<file path="config.mk">
export PLATFORM = sky130hd
export DESIGN_NAME = max7219_ctrl
export DESIGN_NICKNAME = d
export VERILOG_FILES = /design/src/rtl/max7219_ctrl.sv
export SDC_FILE = /design/constraint.sdc
export NUM_CORES = 1
export LEC_CHECK = 0
export CORE_MARGIN = 3
export CORE_UTILIZATION = 49
export DETAILED_ROUTE_END_ITERATION = 8
export PLACE_DENSITY = 0.83
export SETUP_SLACK_MARGIN = 0.5
export SYNTH_ARGS = -nofsm -noshare
export SYNTH_HDL_FRONTEND = slang
export SYNTH_SLANG_ARGS = --single-unit
</file>
<file path="constraint.sdc">
create_clock -name i_clk -period 3.36 [get_ports i_clk]
set_input_delay 0.672 -clock i_clk [delete_from_list [all_inputs] [get_ports i_clk]]
set_output_delay 0.672 -clock i_clk [all_outputs]
set_load 0.1 [all_outputs]
</file>
<file path="src/rtl/max7219_ctrl.sv">
// MAX7219 command sequencer: runs the power-up init sequence, then refreshes intensity/digits and shutdown on request.
// Latency: a command strobe follows its ISSUE decision by one cycle; back-to-back commands strobe the cycle after the previous ack.
// Backpressure: no strobe is issued while i_drv_busy is high; each command waits for i_drv_ack before the next one.
//
// Ports:
//   i_clk, i_reset_n        clock, asynchronous active-low reset
//   i_en                    display enable (low = shutdown)
//   i_refresh               single-cycle refresh request (collapses to one pending request)
//   i_intensity, i_digits   brightness nibble and segment bytes (digit k = i_digits[8k-1:8k-8])
//   o_stb, o_addr, o_data   command strobe and register address/data to the serial driver
//   i_drv_busy, i_drv_ack   driver transfer-in-progress and completion pulse
//   o_busy, o_done          sequence in progress; refresh-complete pulse
module max7219_ctrl #(
   parameter int          NUM_DIGITS  = 8,
   parameter logic [7:0]  DECODE_MODE = 8'h00
) (
   input  logic                    i_clk,
   input  logic                    i_reset_n,
   input  logic                    i_en,
   input  logic                    i_refresh,
   input  logic [3:0]              i_intensity,
   input  logic [8*NUM_DIGITS-1:0] i_digits,
   output logic                    o_stb,
   output logic [3:0]              o_addr,
   output logic [7:0]              o_data,
   input  logic                    i_drv_busy,
   input  logic                    i_drv_ack,
   output logic                    o_busy,
   output logic                    o_done
);

   typedef enum logic [2:0] {
      INIT_ISSUE,
      INIT_WAIT,
      IDLE,
      CMD_ISSUE,
      CMD_WAIT,
      DONE
   } state_t;

   state_t                  state_q;
   logic [3:0]              idx_q;
   logic                    stb_q;
   logic [3:0]              addr_q;
   logic [7:0]              data_q;
   logic                    done_q;
   logic                    pend_q;
   logic                    shut_q;      // last shutdown bit written to register C
   logic                    single_q;    // CMD_* states carry a lone shutdown command
   logic                    en_tgt_q;    // shutdown bit for that lone command
   logic [3:0]              int_q;       // intensity snapshot for the running refresh
   logic [8*NUM_DIGITS-1:0] digits_q;    // digit snapshot for the running refresh

   logic        in_init;
   logic [3:0]  last_idx;
   logic [11:0] cur_cmd;
   logic [11:0] nxt_cmd;

   // {addr, data} of command n in the active sequence.  Init commands read the
   // live inputs at issue time; refresh commands read the snapshot.
   function automatic logic [11:0] cmd_f(input logic init, input logic single,
                                         input logic [3:0] n);
      logic [11:0] c;
      c = 12'h000;
      if (init) begin
         case (n)
            4'd0:    c = {4'hF, 8'h00};
            4'd1:    c = {4'h9, DECODE_MODE};
            4'd2:    c = {4'hB, 8'(NUM_DIGITS - 1)};
            4'd3:    c = {4'hA, 4'h0, i_intensity};
            default: c = {4'hC, 7'h00, i_en};
         endcase
      end else if (single) begin
         c = {4'hC, 7'h00, en_tgt_q};
      end else if (n == 4'd0) begin
         c = {4'hA, 4'h0, int_q};
      end else begin
         c = {n, digits_q[(int'(n) - 1) * 8 +: 8]};
      end
      return c;
   endfunction

   assign in_init  = (state_q == INIT_ISSUE) || (state_q == INIT_WAIT);
   assign last_idx = in_init ? 4'd4 : (single_q ? 4'd0 : 4'(NUM_DIGITS));
   assign cur_cmd  = cmd_f(in_init, single_q, idx_q);
   assign nxt_cmd  = cmd_f(in_init, single_q, idx_q + 4'd1);

   always_ff @(posedge i_clk or negedge i_reset_n) begin
      if (!i_reset_n) begin
         state_q  <= INIT_ISSUE;
         idx_q    <= 4'd0;
         stb_q    <= 1'b0;
         addr_q   <= 4'h0;
         data_q   <= 8'h00;
         done_q   <= 1'b0;
         pend_q   <= 1'b0;
         shut_q   <= 1'b0;
         single_q <= 1'b0;
         en_tgt_q <= 1'b0;
         int_q    <= 4'h0;
         digits_q <= '0;
      end else begin
         stb_q  <= 1'b0;
         done_q <= 1'b0;
         // Any request is remembered; the flag is cleared below when a refresh starts.
         if (i_refresh) pend_q <= 1'b1;

         case (state_q)
            INIT_ISSUE, CMD_ISSUE: begin
               if (!i_drv_busy) begin
                  stb_q  <= 1'b1;
                  addr_q <= cur_cmd[11:8];
                  data_q <= cur_cmd[7:0];
                  if (cur_cmd[11:8] == 4'hC) shut_q <= cur_cmd[0];
                  state_q <= in_init ? INIT_WAIT : CMD_WAIT;
               end
            end

            INIT_WAIT, CMD_WAIT: begin
               if (i_drv_ack) begin
                  if (idx_q == last_idx) begin
                     if (in_init || single_q) begin
                        state_q <= IDLE;
                     end else begin
                        state_q <= DONE;
                        done_q  <= 1'b1;
                     end
                  end else begin
                     idx_q <= idx_q + 4'd1;
                     // Fast path: strobe the next command straight from WAIT so it
                     // lands the cycle after the ack; the stb_q guard keeps strobes apart.
                     if (!i_drv_busy && !stb_q) begin
                        stb_q  <= 1'b1;
                        addr_q <= nxt_cmd[11:8];
                        data_q <= nxt_cmd[7:0];
                        if (nxt_cmd[11:8] == 4'hC) shut_q <= nxt_cmd[0];
                     end else begin
                        state_q <= in_init ? INIT_ISSUE : CMD_ISSUE;
                     end
                  end
               end
            end

            IDLE: begin
               if (i_en != shut_q) begin
                  single_q <= 1'b1;
                  en_tgt_q <= i_en;
                  idx_q    <= 4'd0;
                  state_q  <= CMD_ISSUE;
               end else if ((pend_q || i_refresh) && shut_q) begin
                  // Refresh is held off while shut down; it stays pending until re-enable.
                  single_q <= 1'b0;
                  pend_q   <= 1'b0;
                  int_q    <= i_intensity;
                  digits_q <= i_digits;
                  idx_q    <= 4'd0;
                  state_q  <= CMD_ISSUE;
               end
            end

            DONE: begin
               state_q <= IDLE;
            end

            default: begin
               state_q <= INIT_ISSUE;
            end
         endcase
      end
   end

   assign o_stb  = stb_q;
   assign o_addr = addr_q;
   assign o_data = data_q;
   assign o_done = done_q;
   assign o_busy = (state_q != IDLE) && (state_q != DONE);

endmodule

</file>
## Word level (Yosys, flattened, before mapping)

Cells that the tools add are included.

| word-level totals | value |
|---|---|
| input port bits | 74 |
| register bits after elaboration | 93 |
| output and inout port bits | 15 |

| cells by class | value |
|---|---|
| shift-type cells | 2 |
| $add $sub $neg | 3 |
| bitwise operators | 1 |
| eq/ne operators | 25 |
| reductions and logical operators | 23 |
| mux-type cells | 57 |

Operators by type and width:

| cell | count |
|---|---|
| indexed part select 64 x 8 -> 8 bit | 2 |
| case mux 11 bit (4 select lines) | 2 |
| 2-to-1 mux 12 bit | 6 |
| 2-to-1 mux 4 bit | 10 |
| 2-to-1 mux 8 bit | 4 |
| 2-to-1 mux 3 bit | 8 |
| 2-to-1 mux 1 bit | 20 |
| == test 4 x 2 -> 1 bit, second input constant | 4 |
| case mux 4 bit (2 select lines) | 2 |
| case mux 8 bit (2 select lines) | 1 |
| != test 2 bit, second input constant | 6 |
| case mux 3 bit (4 select lines) | 1 |
| subtractor 4 x 1 -> 5 bit, second input constant | 2 |
| != test 3 bit, second input constant | 3 |
| == test 4 x 1 -> 1 bit, second input constant | 2 |
| == test 4 bit, second input constant | 2 |
| zero test 4 bit | 2 |
| AND reduction 4 bit | 2 |
| AND reduction 7 bit | 1 |
| == test 3 x 2 -> 1 bit, second input constant | 2 |
| == test 3 bit, second input constant | 2 |
| nonzero test 2 bit | 3 |
| AND reduction 5 bit | 1 |
| adder 4 x 1 -> 4 bit, second input constant | 1 |
| other kinds (14) | 22 |

## Longest topological paths before layout

| depth | value |
|---|---|
| depth in word-level cells | 12 |
| mapped depth | 14 |
| depth with buffers taken out | 10 |

## Worst setup path before layout

Ideal clock, no wire load.

| timing path | value |
|---|---|
| path kind | register to register |
| from | register idx_q[0] |
| to | register shut_q |
| clock period less this slack | 3172 ps |
| buffers on the path | 4 |
| slack | 188 ps |
| cell stages (with the launch flop) | 14 |
| arrival | 3047 ps |
| setup time | 125 ps |
| cells stage by stage | dfrtp_1 buf_2 buf_2 buf_2 inv_1 ha_1 clkbuf_1 mux4_2 mux2i_1 nor2_1 a31oi_1 o221ai_1 a32o_1 mux2_4 |

| on the way | value |
|---|---|
| word-level cells in the longest chain between the ends | 11 |
| elaborated cells between the ends (all ways) | 35 |
| classes of those cells | 3 x add/sub; 12 x eq/ne; 2 x shift; 15 x mux; 3 x reduce/logical |

Ends and longest elaborated chain:

| element | line | RTL |
|---|---|---|
| from (decl) | 42 | `logic [3:0] idx_q;` |
| from (signal assigned) | 129 | `idx_q <= idx_q + 4'd1;` |
| adder 4 x 1 -> 4 bit | 86 | `assign nxt_cmd = cmd_f(in_init, single_q, idx_q + 4'd1);` |
| subtractor 4 x 1 -> 5 bit | 78 | `c = {n, digits_q[(int'(n) - 1) * 8 +: 8]};` |
| indexed part select 64 x 8 -> 8 bit | 78 |  |
| 2-to-1 mux 12 bit | 75 | `end else if (n == 4'd0) begin` |
| 2-to-1 mux 12 bit | 73 | `end else if (single) begin` |
| 2-to-1 mux 12 bit | 65 | `if (init) begin` |
| 2-to-1 mux 1 bit | 136 | `if (nxt_cmd[11:8] == 4'hC) shut_q <= nxt_cmd[0];` |
| 2-to-1 mux 1 bit | 132 | `if (!i_drv_busy && !stb_q) begin` |
| 2-to-1 mux 1 bit | 121 | `if (idx_q == last_idx) begin` |
| 2-to-1 mux 1 bit | 120 | `if (i_drv_ack) begin` |
| case mux 1 bit (2 select lines) | 108 | `case (state_q)` |
| to (signal assigned) | 114 | `if (cur_cmd[11:8] == 4'hC) shut_q <= cur_cmd[0];` |
| to (signal assigned) | 136 |  |
| to (decl) | 48 | `logic shut_q;` |

Several ways; a longest one is shown, not always the timed one. The select of a mux whose other input is x is not followed.
A chain may end at the register's enable or synchronous reset.

## Worst setup path in the final report

| timing path | value |
|---|---|
| from | register idx_q[1] |
| to | register data_q[6] (netlist: o_data[6]) |

| on the way | value |
|---|---|
| word-level cells in the longest chain between the ends | 10 |
| elaborated cells between the ends (all ways) | 21 |
| classes of those cells | 3 x add/sub; 2 x eq/ne; 2 x shift; 11 x mux; 3 x reduce/logical |

Ends and longest elaborated chain:

| element | line | RTL |
|---|---|---|
| adder 4 x 1 -> 4 bit | 86 |  |
| subtractor 4 x 1 -> 5 bit | 78 |  |
| indexed part select 64 x 8 -> 8 bit | 78 |  |
| 2-to-1 mux 12 bit | 75 |  |
| 2-to-1 mux 12 bit | 73 |  |
| 2-to-1 mux 12 bit | 65 |  |
| 2-to-1 mux 8 bit | 132 |  |
| 2-to-1 mux 8 bit | 121 |  |
| 2-to-1 mux 8 bit | 120 |  |
| case mux 8 bit (2 select lines) | 108 |  |
| to (signal assigned) | 113 | `data_q <= cur_cmd[7:0];` |
| to (signal assigned) | 135 | `data_q <= nxt_cmd[7:0];` |
| to (decl) | 45 | `logic [7:0] data_q;` |

Several ways; a longest one is shown, not always the timed one. The select of a mux whose other input is x is not followed.

==> results list <==
* Pre-CTS WS: around 400 ps
* Violation count after the first detailed-route iteration: slightly below 400
- Antenna viol nets, final: 0
* Nets@finish: around 640
- For this run, the number of Yosys warnings is 0.
- Post-Synthesis Mean Instance Area: around 11 um^2
- Quantity of I/O buffers inserted on ports: 88
- Fin crit share: between 80 and 90%
- Setup crit start kind: flip-flop
- DIE WIDTH: around 110 um
* Number of optimization iterations in the first detailed-route pass: 6
- Setup clock skew after layout: roughly 5.5 ps
- H-tree Lvls: 3
* Number of failing hold endpoints at the final stage: 0
- The worst-case IR drop observed on VDD is 584 uV.
- Via-to-Cell Ratio: between 6 and 7
- The signal on the critical path passes through inv_1 > ha_2 > buf_6 > nor2_1 > nor2_1 > a21oi_1 > o221a_2 > or3_1 > a2bb2oi_1 > o21ai_0.
* Gate count of the mapped netlist: roughly 490
- Clock transition at the register clock pins on the worst setup and hold paths after CTS: approximately 70 ps
* Part of the total power dissipated in the clock network: between 10% and 20%
- Least setup slack across all paths after layout: about 630 ps
- By instance count, the cell type seen most on the critical path is sky130_fd_sc_hd__nor2_1.
* Global-route wire length before repair: 23.6 mm
* Worst setup path category: flip-flop to flip-flop
- For the worst-skew pair, the clock arrives at the later sink with an insertion delay of between 300 and 400 ps.
- Net switching is between 40% and 50% of the power.
* Die extent in y: 113 um
- Master of the slowest instance on the critical path: sky130_fd_sc_hd__dfrtp_2
* Top-level I/O count: slightly below 90
- The run finished with clean final reports.
- In this run the worst path has a maximum fanout of 15.
- CP Capture Type: flip-flop
* Number of flops mapped to enable cells by yosys: 0
- Std-Cell Core Area: approximately 0.011 mm^2
- The number of antenna violations at the first check in global routing came to 0.
* Netlist cell types: 57
- In this run the power density over the cells is 1120 mW/mm^2.
- Post-route setup TNS: 0 ps
- Combined area of all synthesized cells: 0.00556 mm^2
- For this run, the leading register cell type out of synthesis is sky130_fd_sc_hd__dfrtp_1.
* Upper clock frequency limit: roughly 370 MHz
- Cells with a size suffix above 1 make up ~29% of the layout.
- The tightest min-delay check is of the input port to asynchronous set/reset pin type.
- Clock tree from TritonCTS: yes
* Unrepaired setup endpoints after global routing: yes
- Met2 track demand over resource: a little under two fifths
* Net switching power figure: between 3 and 4 mW
- Met3 track utilization from global routing: 3.88%
- By area the synthesized netlist is led by sky130_fd_sc_hd__dfrtp_1, sky130_fd_sc_hd__mux2_2, sky130_fd_sc_hd__mux4_2, sky130_fd_sc_hd__o21ai_0, sky130_fd_sc_hd__nor2_1.
- STA puts the critical path data required time at 3620 ps.
- 0 antenna diodes ended up in the layout.
- The tree built by TritonCTS fans out to 93 sinks.
- Data arrives at the worst endpoint at 2990 ps.
* Cell at the root of the clock tree: sky130_fd_sc_hd__clkbuf_16
* Internal power of the cells: 4.19 mW
- Post-route insts no fill: slightly above 700
- At the pin with the least slew margin, the transition time is ~840 ps.
* Portion of synthesized cell area occupied by the leading cell type: a little over two fifths
* Sequential group share of total power: around 29%
- Global router's overall resource usage: between 20% and 30%
- The floorplan step defined a die boundary enclosing roughly 0.013 mm^2.
- Including well taps, the total number of placed cells is 691.
- Global routing consumed, on the met1 layer, 33.6% of the routing resources.
- Final Max Slew Viols: 0
- Final setup violation count: 0
- Headroom to the max-slew limit: between 40% and 50%
- Area grow syn2layout: 22.1%
- Final core utilization: 61.8%
- Max Buffers Root-to-Sink: 2
- The floorplan has 38 rows.
* Post-route DRC violation count: 0
- Maximum number of pins on one net before global-route repair: 69
- Post-synthesis sequential area ratio: a little over two fifths
- Once the floorplan was initialized, standard cells occupied approximately 51% of the core.
- Static Leakage: 2.83 nW
- On the worst path, the slowest cell contributes a delay of around 500 ps.
- Post-detailed-route wirelength per cell: 20.3 um
- The synthesized design spends more area on one cell type than any other, namely sky130_fd_sc_hd__dfrtp_1.
- Yosys reg bits: between 90 and 100
- Post-Route WL: ~14 mm
- Max Cap Violations: 0
- On the final layout, the worst hold slack is ~420 ps.
* Overall overflow remaining after global route: 0
- Number of vias in the routed layout: about 4300
- Total of fill cells in the finished design: 861
- Clock buffer count from CTS: 9
* Most congested layer reported by global routing: met2
* Net Count, Synth: roughly 570
* Final weighted congestion of routability-driven global placement: around 0.96
* Dpl hpwl: approximately 10 mm
- Final critical-path required period: between 2000 and 3000 ps
* Share of flip-flops with an asynchronous set or reset after synthesis: between 90% and 100%
- Per report_power, the combinational group accounts for between 50 and 60% of the total.
* Number of global-route vias before repair: 4453
[critical path: cells and delay by family, from the launching register on]
family	cells	cell delay, ps
adder cells (fa/ha/maj)	1	480
buffers and inverters	2	390
AND/OR/NAND/NOR	3	590
flip-flops	1	500
AO/OA/AOI/OAI	4	680
[synthesized netlist by cell type (2+ instances only)]
master / number
sky130_fd_sc_hd__a22o_1: 9
sky130_fd_sc_hd__a21oi_1: 25
sky130_fd_sc_hd__mux2i_1: 4
sky130_fd_sc_hd__or2_1: 2
sky130_fd_sc_hd__inv_1: 8
sky130_fd_sc_hd__a211oi_1: 2
sky130_fd_sc_hd__a2bb2oi_1: 4
sky130_fd_sc_hd__ha_1: 6
sky130_fd_sc_hd__buf_2: 22
sky130_fd_sc_hd__buf_6: 4
sky130_fd_sc_hd__and2_1: 3
sky130_fd_sc_hd__mux2_2: 69
sky130_fd_sc_hd__nand3_1: 4
sky130_fd_sc_hd__xor2_1: 2
sky130_fd_sc_hd__nor2b_1: 4
sky130_fd_sc_hd__nor3_1: 8
sky130_fd_sc_hd__nor2_1: 40
sky130_fd_sc_hd__mux4_2: 32
sky130_fd_sc_hd__a31oi_1: 10
sky130_fd_sc_hd__o31ai_1: 3
sky130_fd_sc_hd__dfrtp_1: 93
sky130_fd_sc_hd__or3_1: 4
sky130_fd_sc_hd__nand2b_1: 6
sky130_fd_sc_hd__o31ai_2: 2
sky130_fd_sc_hd__a21o_1: 4
sky130_fd_sc_hd__a22oi_1: 7
sky130_fd_sc_hd__xnor2_1: 3
sky130_fd_sc_hd__clkbuf_1: 9
sky130_fd_sc_hd__a221oi_1: 4
sky130_fd_sc_hd__nand2_1: 33
sky130_fd_sc_hd__o21ai_0: 36
sky130_fd_sc_hd__o221ai_1: 2
[placed cells by master, fill, tap and decap left out, types with 3 or more instances in the layout]
cell	count
sky130_fd_sc_hd__dfrtp_2	3
sky130_fd_sc_hd__a2bb2oi_1	4
sky130_fd_sc_hd__clkinv_4	3
sky130_fd_sc_hd__xnor2_1	3
sky130_fd_sc_hd__a22o_1	9
sky130_fd_sc_hd__mux2i_1	4
sky130_fd_sc_hd__dfrtp_1	90
sky130_fd_sc_hd__nand2b_1	6
sky130_fd_sc_hd__ha_1	4
sky130_fd_sc_hd__a31oi_1	10
sky130_fd_sc_hd__mux4_2	32
sky130_fd_sc_hd__inv_1	8
sky130_fd_sc_hd__a221oi_1	3
sky130_fd_sc_hd__nor2_1	40
sky130_fd_sc_hd__nand2_1	33
sky130_fd_sc_hd__or3_1	4
sky130_fd_sc_hd__buf_4	24
sky130_fd_sc_hd__a21oi_1	25
sky130_fd_sc_hd__and2_1	3
sky130_fd_sc_hd__nor2b_1	4
sky130_fd_sc_hd__nor3_1	7
sky130_fd_sc_hd__a22oi_1	7
sky130_fd_sc_hd__a21o_1	4
sky130_fd_sc_hd__nand3_1	4
sky130_fd_sc_hd__clkdlybuf4s50_1	72
sky130_fd_sc_hd__mux2_2	69
sky130_fd_sc_hd__o31ai_1	3
sky130_fd_sc_hd__o21ai_0	36
sky130_fd_sc_hd__clkbuf_16	9
[layout make-up]
| class | instances | area (um^2) | share of cell area [%] |
|---|---|---|---|
| inverter | 9 | 38.8 | 0.571 |
| tap | 140 | 175 | 2.58 |
| sequential | 93 | 2330 | 34.3 |
| multi-input combinational | 350 | 3010 | 44.3 |
| clock inverter | 7 | 56.3 | 0.829 |
| clock buffer | 9 | 225 | 3.32 |
| timing repair buffer | 99 | 952 | 14.0 |
[power by group through the flow]
| stage | clock (mW) | sequential (mW) | combinational (mW) |
|---|---|---|---|
| 6_report | 0.962 | 2.20 | 4.42 |
| 5_1_grt | 1.03 | 2.27 | 4.76 |
| 4_1_cts | 0.981 | 2.18 | 4.36 |
| 3_5_place_dp | 0 | 2.20 | 4.33 |
| 3_3_place_gp | 0 | 2.14 | 4.27 |
| 2_1_floorplan | 0 | 2.32 | 3.22 |
[timing repair]
| item | CTS | global route |
|---|---|---|
| gates resized for setup | 1 | 5 |
| gates cloned | 0 | 0 |
| hold buffers | 0 | 0 |
| buffers inserted | 0 | 0 |
| endpoints found under the setup margin | 7 | 9 |
| pin swaps | 0 | 0 |
[state kept, by name (all words and copies together), names as in the netlist]
register / count
o_stb: 1
en_tgt_q: 1
pend_q: 1
int_q: 4
digits_q: 64
o_done: 1
single_q: 1
state_q: 3
shut_q: 1
idx_q: 4
o_addr: 4
o_data: 8
[worst paths after layout]
path	depth (start not counted)	end	slack [ps]	start
max	10	o_data[6]$_DFFE_PN0P_	630	idx_q[1]$_DFFE_PN0P_
min	1	o_done$_DFF_PN0_	420	i_reset_n
max reg2reg	10	o_data[6]$_DFFE_PN0P_	630	idx_q[1]$_DFFE_PN0P_
min reg2reg	2	o_addr[0]$_DFFE_PN0P_	480	o_addr[0]$_DFFE_PN0P_
max in group asynchronous	2	int_q[0]$_DFFE_PN0P_	2250	i_reset_n
min in group i_clk	2	o_addr[0]$_DFFE_PN0P_	480	o_addr[0]$_DFFE_PN0P_
[metal layers]
layer / wire length [um] / share of wire, % / vias up
met5: 0 / 0 / -
met4: 208 / 1.4 / 0
met3: 982 / 6.8 / 19
met2: 6780 / 47 / 194
met1: 6410 / 45 / 2142
li1: - / - / 1981
[through the flow]
step / instance area (um^2) / total power, mW
after floorplan: 5570 / 5.53
after global placement: 6490 / 6.40
after detailed placement: 6490 / 6.53
after CTS: 6770 / 7.52
after global routing: 6790 / 8.06
final: 6790 / 7.58
[cells by family (layout without fill, tap and decap cells)]
logic type / after synthesis / after routing / share of synthesized area (%)
compound gates: 121 / 121 / 14.4
flops: 93 / 93 / 41.9
mux: 106 / 106 / 27.9
simple gates: 112 / 112 / 9.34
fa+ha+maj: 6 / 6 / 1.35
xor+xnor: 5 / 5 / 0.788
buf+inv: 46 / 124 / 4.30
Power figures use the tool's default switching activity.
